==> src/rtl/gp_register_file.sv <==
// gp_register_file: clocked general-purpose register file for the RISC-V datapath.
// Two registered read ports, one write port and a per-register busy scoreboard.
// Optional write-first bypass on the read data path: define GP_REGFILE_BYPASS_EN.
// Without it, a same-edge read of a register being written returns the old contents.
module gp_register_file #(
    parameter int DATA_W   = 32,
    parameter int ADDR_W   = 5,
    parameter int ZERO_REG = 1
) (
    input  logic              clk,
    input  logic              reset_n,
    input  logic              rd_en,
    input  logic [ADDR_W-1:0] rd_addr1,
    input  logic [ADDR_W-1:0] rd_addr2,
    output logic [DATA_W-1:0] rd_data1,
    output logic [DATA_W-1:0] rd_data2,
    output logic              rd_busy1,
    output logic              rd_busy2,
    output logic              rd_valid,
    input  logic              wr_en,
    input  logic [ADDR_W-1:0] wr_addr,
    input  logic [DATA_W-1:0] wr_data,
    input  logic              rsv_en,
    input  logic [ADDR_W-1:0] rsv_addr
);

    localparam int DEPTH = 2 ** ADDR_W;

    logic [DATA_W-1:0] mem [DEPTH];
    logic [DEPTH-1:0]  busy;

    logic              wr_ok;
    logic              rsv_ok;
    logic [DATA_W-1:0] nxt_data1;
    logic [DATA_W-1:0] nxt_data2;
    logic              nxt_busy1;
    logic              nxt_busy2;

    // Qualify write and reserve: a hardwired r0 silently drops both.
    always_comb begin
        // NOTE: every always_comb output gets a default first, so no path can infer a latch.
        wr_ok  = wr_en;
        rsv_ok = rsv_en;
        if (ZERO_REG != 0) begin
            if (wr_addr == '0) begin
                wr_ok = 1'b0;
            end
            if (rsv_addr == '0) begin
                rsv_ok = 1'b0;
            end
        end
    end

    // Next read-port values: array lookup, optional write-first bypass, r0 forced to zero.
    always_comb begin
        nxt_data1 = mem[rd_addr1];
        nxt_data2 = mem[rd_addr2];
        nxt_busy1 = busy[rd_addr1];
        nxt_busy2 = busy[rd_addr2];
`ifdef GP_REGFILE_BYPASS_EN
        // Busy is deliberately not bypassed; only the data path sees the same-edge write.
        if (wr_ok && (wr_addr == rd_addr1)) begin
            nxt_data1 = wr_data;
        end
        if (wr_ok && (wr_addr == rd_addr2)) begin
            nxt_data2 = wr_data;
        end
`endif
        if (ZERO_REG != 0) begin
            if (rd_addr1 == '0) begin
                nxt_data1 = '0;
                nxt_busy1 = 1'b0;
            end
            if (rd_addr2 == '0) begin
                nxt_data2 = '0;
                nxt_busy2 = 1'b0;
            end
        end
    end

    // Register storage: updated by the writeback port.
    always_ff @(posedge clk or negedge reset_n) begin
        // NOTE: the array is reset because its contents must read as zero after reset,
        // which keeps it in flops rather than a RAM macro.
        if (!reset_n) begin
            for (int i = 0; i < DEPTH; i++) begin
                mem[i] <= '0;
            end
        end else if (wr_ok) begin
            // NOTE: sequential state uses non-blocking assignments so every reader sees pre-edge values.
            mem[wr_addr] <= wr_data;
        end
    end

    // Busy scoreboard: writeback clears, reserve sets; reserve is last so the new producer wins.
    always_ff @(posedge clk or negedge reset_n) begin
        if (!reset_n) begin
            busy <= '0;
        end else begin
            if (wr_ok) begin
                busy[wr_addr] <= 1'b0;
            end
            if (rsv_ok) begin
                busy[rsv_addr] <= 1'b1;
            end
        end
    end

    // Registered read ports: load on rd_en, otherwise hold; rd_valid pulses per accepted read.
    always_ff @(posedge clk or negedge reset_n) begin
        if (!reset_n) begin
            rd_data1 <= '0;
            rd_data2 <= '0;
            rd_busy1 <= 1'b0;
            rd_busy2 <= 1'b0;
            rd_valid <= 1'b0;
        end else begin
            rd_valid <= rd_en;
            if (rd_en) begin
                rd_data1 <= nxt_data1;
                rd_data2 <= nxt_data2;
                rd_busy1 <= nxt_busy1;
                rd_busy2 <= nxt_busy2;
            end
        end
    end

endmodule

==> config.mk <==
export PLATFORM = sky130hd
export DESIGN_NAME = gp_register_file
export DESIGN_NICKNAME = d
export VERILOG_FILES = /design/src/rtl/gp_register_file.sv
export SDC_FILE = /design/constraint.sdc
export NUM_CORES = 2
export LEC_CHECK = 0
export BUFFER_PORTS_ARGS = -buffer_cell sky130_fd_sc_hd__buf_2
export CORE_UTILIZATION = 25
export CTS_BUF_LIST = sky130_fd_sc_hd__clkbuf_4 sky130_fd_sc_hd__clkbuf_8 sky130_fd_sc_hd__clkbuf_16
export DETAILED_ROUTE_END_ITERATION = 12
export HOLD_SLACK_MARGIN = 0.03
export MAX_ROUTING_LAYER = met4
export PLACE_DENSITY = 0.48
export SETUP_SLACK_MARGIN = 0.05
export SYNTH_ARGS = -nofsm -noshare
export SYNTH_HDL_FRONTEND = slang
export SYNTH_SLANG_ARGS = --single-unit
==> constraint.sdc <==
create_clock -name clk -period 4.9 [get_ports clk]
set_clock_uncertainty 0.15 [all_clocks]
set_input_delay 0.245 -clock clk [delete_from_list [all_inputs] [get_ports clk]]
set_output_delay 0.245 -clock clk [all_outputs]
set_load 0.05 [all_outputs]
==> flow_metrics.py <==
metrics = {
    "outcome": {
        "status": "complete, no violations",
    },
    "worst_setup_path": {
        "crit_type": "input pin to flop",
        "arrival_ns": 3.58,
        "end_kind": "flop",
        "crit_buf_inv": 3,
        "critPathMaxStageDelay_ns": 1.10,
        "critPathLaunchType": "input pin",
        "critPathTopFamily": "simple AND/OR/NAND/NOR gates",
        "worst_r2r_path_depth": 4,
        "cp_slowest_cell": "nor2_4",
        "worstPathMaxFanout": 21,
        "cp_cell_sequence": "dlygate4sd3_1, buf_2, nand4_1, nor2_4, buf_4, mux2_2",
        "cp.required_ns": 5.35,
        "worst-path-stages": 6,
    },
    "power_and_ir_drop": {
        "power_density_nw_per_um2": 400,
        "clkPwrFrac_pct": 34.8,
        "ir_drop_uv": 367,
        "p_seq_share_pct": 45.6,
        "switching_power_mw": 7.58,
        "internal_power_mw": 19.3,
        "p_leak_nw": 28.9,
        "p_sw_share_pct": 28.2,
        "p_comb_share_pct": 19.5,
    },
    "timing": {
        "period_needed_ns": 3.13,
        "rsz0062_at_grt": "false",
        "fin_crit_sh_pct": 63.8,
        "setup_viol": 0,
        "max_freq_mhz": 320,
        "slew_headroom_pct": 17.7,
        "setup_tns_ns": 0,
        "slew_viol_final": 0,
        "finalHoldViolCount": 0,
        "tightest_slew_ns": 1.23,
    },
    "routing": {
        "drt_iter0_markers": 2915,
        "routedWlPerCell_um": 28.7,
        "antenna_left": 0,
        "num_vias": 38002,
        "via_per_inst": 5.14,
        "routed_wirelength_mm": 212,
        "drc": 0,
        "first_pass_iters": 5,
    },
    "yosys": {
        "synth_flop_cell": "dfrtp_1",
        "synth_seq_cells": 1123,
        "ys_types": 43,
        "synth_area_um2": 58600,
        "avgSynthCellArea_um2": 14.1,
        "synth_cells": 4168,
        "synth_edf_count": 0,
        "synthesis.nets": 4225,
        "ys_seq_area_share_pct": 48.0,
        "ys_warn_count": 0,
        "async_flop_share_pct": 100,
    },
    "die": {
        "core_region_area_um2": 233000,
        "fp-row-count": 177,
        "ioPinCount": 124,
        "die_h_um": 486,
        "floorplan.initialDensity_pct": 25.2,
        "die-area_um2": 236000,
        "die_w_um": 486,
    },
    "worst_hold_path": {
        "hold_path_depth": 3,
        "min_path_type": "input pin to flop",
    },
    "global_route": {
        "grt_pass1_vias": 39974,
        "grt_max_degree": 131,
        "grt_pass1_wl_mm": 306,
        "track_usage_pct": 18.4,
        "antenna_found_initial": 21,
        "grt_overflow": 0,
    },
    "placed_design": {
        "gp_congestion": 0.812,
        "io_buffers": 123,
        "post-place-cells": 7111,
        "dp_hpwl_mm": 130,
    },
    "clocking": {
        "clk_pin_slew_ns": 0.06,
        "cts_max_path_buffers": 3,
        "cts_setup_buffers": 0,
        "clockRootBuffer": "clkbuf_16",
        "cts_buffers": 120,
        "post_cts_resized": 0,
        "clkSinkCount": 1123,
        "h-tree-depth": 3,
        "clock_latency_ns": 0.74,
        "ctsHoldBuffers": 54,
        "tritoncts": "built",
    },
    "layout": {
        "drive_above_1_share_pct": 41.6,
        "area_delta_synth_final_pct": 15.0,
        "fin_cells": 7392,
        "finalNetCount": 4212,
    },
    "run": {
        "maxCapViolCount": 0,
    },
}
[Yosys cell counts (4+ instances only)]
master,count,share of area (%)
buf_4,15,0.19
clkbuf_1,284,1.8
buf_1,39,0.25
or4_1,66,0.85
nand3b_1,6,0.077
o2bb2ai_1,5,0.075
buf_2,92,0.79
nand4b_1,4,0.060
o211ai_1,64,0.82
nor2_1,147,0.94
nand2_1,17,0.11
a2111oi_0,68,1.0
or3_1,7,0.075
nor3_1,9,0.077
or3b_1,4,0.060
mux2i_1,390,6.7
o21ai_0,24,0.21
nand3_1,8,0.068
mux2_2,903,17
a22o_1,71,1.1
o22ai_1,131,1.4
nor2b_1,7,0.075
a21oi_1,64,0.55
mux4_2,334,13
dfrtp_1,1123,48
buf_6,24,0.46
nand2b_1,75,0.80
inv_1,4,0.026
nor4_1,5,0.053
mux2_1,155,3.0
[registers in the layout (all words and copies together) (netlist names)]
name and flops:
rd_busy2 1, mem 1024, rd_valid 1, rd_data1 32
rd_data2 32, busy 32, rd_busy1 1
[cell type report]
cell class                 instances  area (µm²)
fill                           23587      165000
antenna                           14        35.0
tap                             3132        3920
inverter                           6        22.5
sequential                      1123       28100
clock buffer                     184        3750
clock inverter                    29         267
multi-input combinational       2583       28600
timing repair buffer             321        2630
[metal layers]
layer	GRT usage, %	share of wire [%]
met3	2.19	4.1
met2	30.0	49
met1	23.3	43
met5	-	0
met4	7.03	3.8
[power groups by stage]
stage	combinational (mW)	clock, mW	sequential, mW
3_5_place_dp	5.25	0	12.4
2_1_floorplan	3.72	0	12.2
4_1_cts	5.31	9.62	12.3
5_1_grt	5.64	9.97	12.5
3_3_place_gp	5.18	0	12.3
6_report	5.26	9.38	12.3
[cells in the final DEF, fill, tap and decap left out, types with 6 or more instances in the layout]
cell	n
buf_12	25
diode_2	14
o211ai_1	64
nand2b_1	75
mux2i_1	390
dlygate4sd3_1	53
dfrtp_1	1123
a2111oi_0	68
nor2b_1	7
clkbuf_8	29
buf_4	124
nor2_1	135
mux4_2	334
clkbuf_4	30
clkinv_2	22
a21oi_1	64
nor3_1	6
clkbuf_16	125
nor2_4	12
o22ai_1	131
buf_2	113
o21ai_0	24
a22o_1	71
nand2_1	6
nand3b_1	6
or4_1	66
mux2_1	155
mux2_2	903
nand2_2	9
[cell families (layout without fill, tap and decap cells)]
| group | count (synthesis) | count (layout) | share of synthesized area [%] |
|---|---|---|---|
| buf+inv | 462 | 540 | 3.57 |
| other cells | 0 | 14 | 0 |
| simple gates | 366 | 366 | 3.39 |
| mux | 1782 | 1782 | 39.8 |
| compound gates | 435 | 435 | 5.23 |
| flops | 1123 | 1123 | 48.0 |
[through the flow]
step	worst slack, ns	util (%)	total power, mW	hold slack, ns	cell area (µm²)
5_1_grt	1.77	28.9	28.2	0.0957	67300
3_3_place_gp	1.65	27.0	17.5	0.177	62700
3_5_place_dp	1.62	27.0	17.7	0.181	62700
6_report	1.77	28.9	26.9	0.112	67400
2_1_floorplan	2.68	-	15.9	-0.201	58600
4_1_cts	1.92	28.9	27.2	0.0302	67300
[worst register-to-register path: stages (launching register included)]
cell and delay, ns:
dfrtp_1 0.38, mux4_2 0.46, mux2_2 0.31, a2111oi_0 0.81
a21oi_1 0.07
[path summary, 6_finish.rpt]
kind,startpoint,to,slack [ns]
max reg2reg,mem[514]$_DFFE_PN0P_,rd_data2[2]$_DFFE_PN0P_,2.54
min in group asynchronous,reset_n,mem[538]$_DFFE_PN0P_,0.24
max in group asynchronous,reset_n,mem[523]$_DFFE_PN0P_,3.55
min,wr_addr[1],mem[814]$_DFFE_PN0P_,0.11
max,wr_addr[0],mem[85]$_DFFE_PN0P_,1.77
min reg2reg,mem[1005]$_DFFE_PN0P_,mem[1005]$_DFFE_PN0P_,0.25
(Power assumes the default switching activity.)
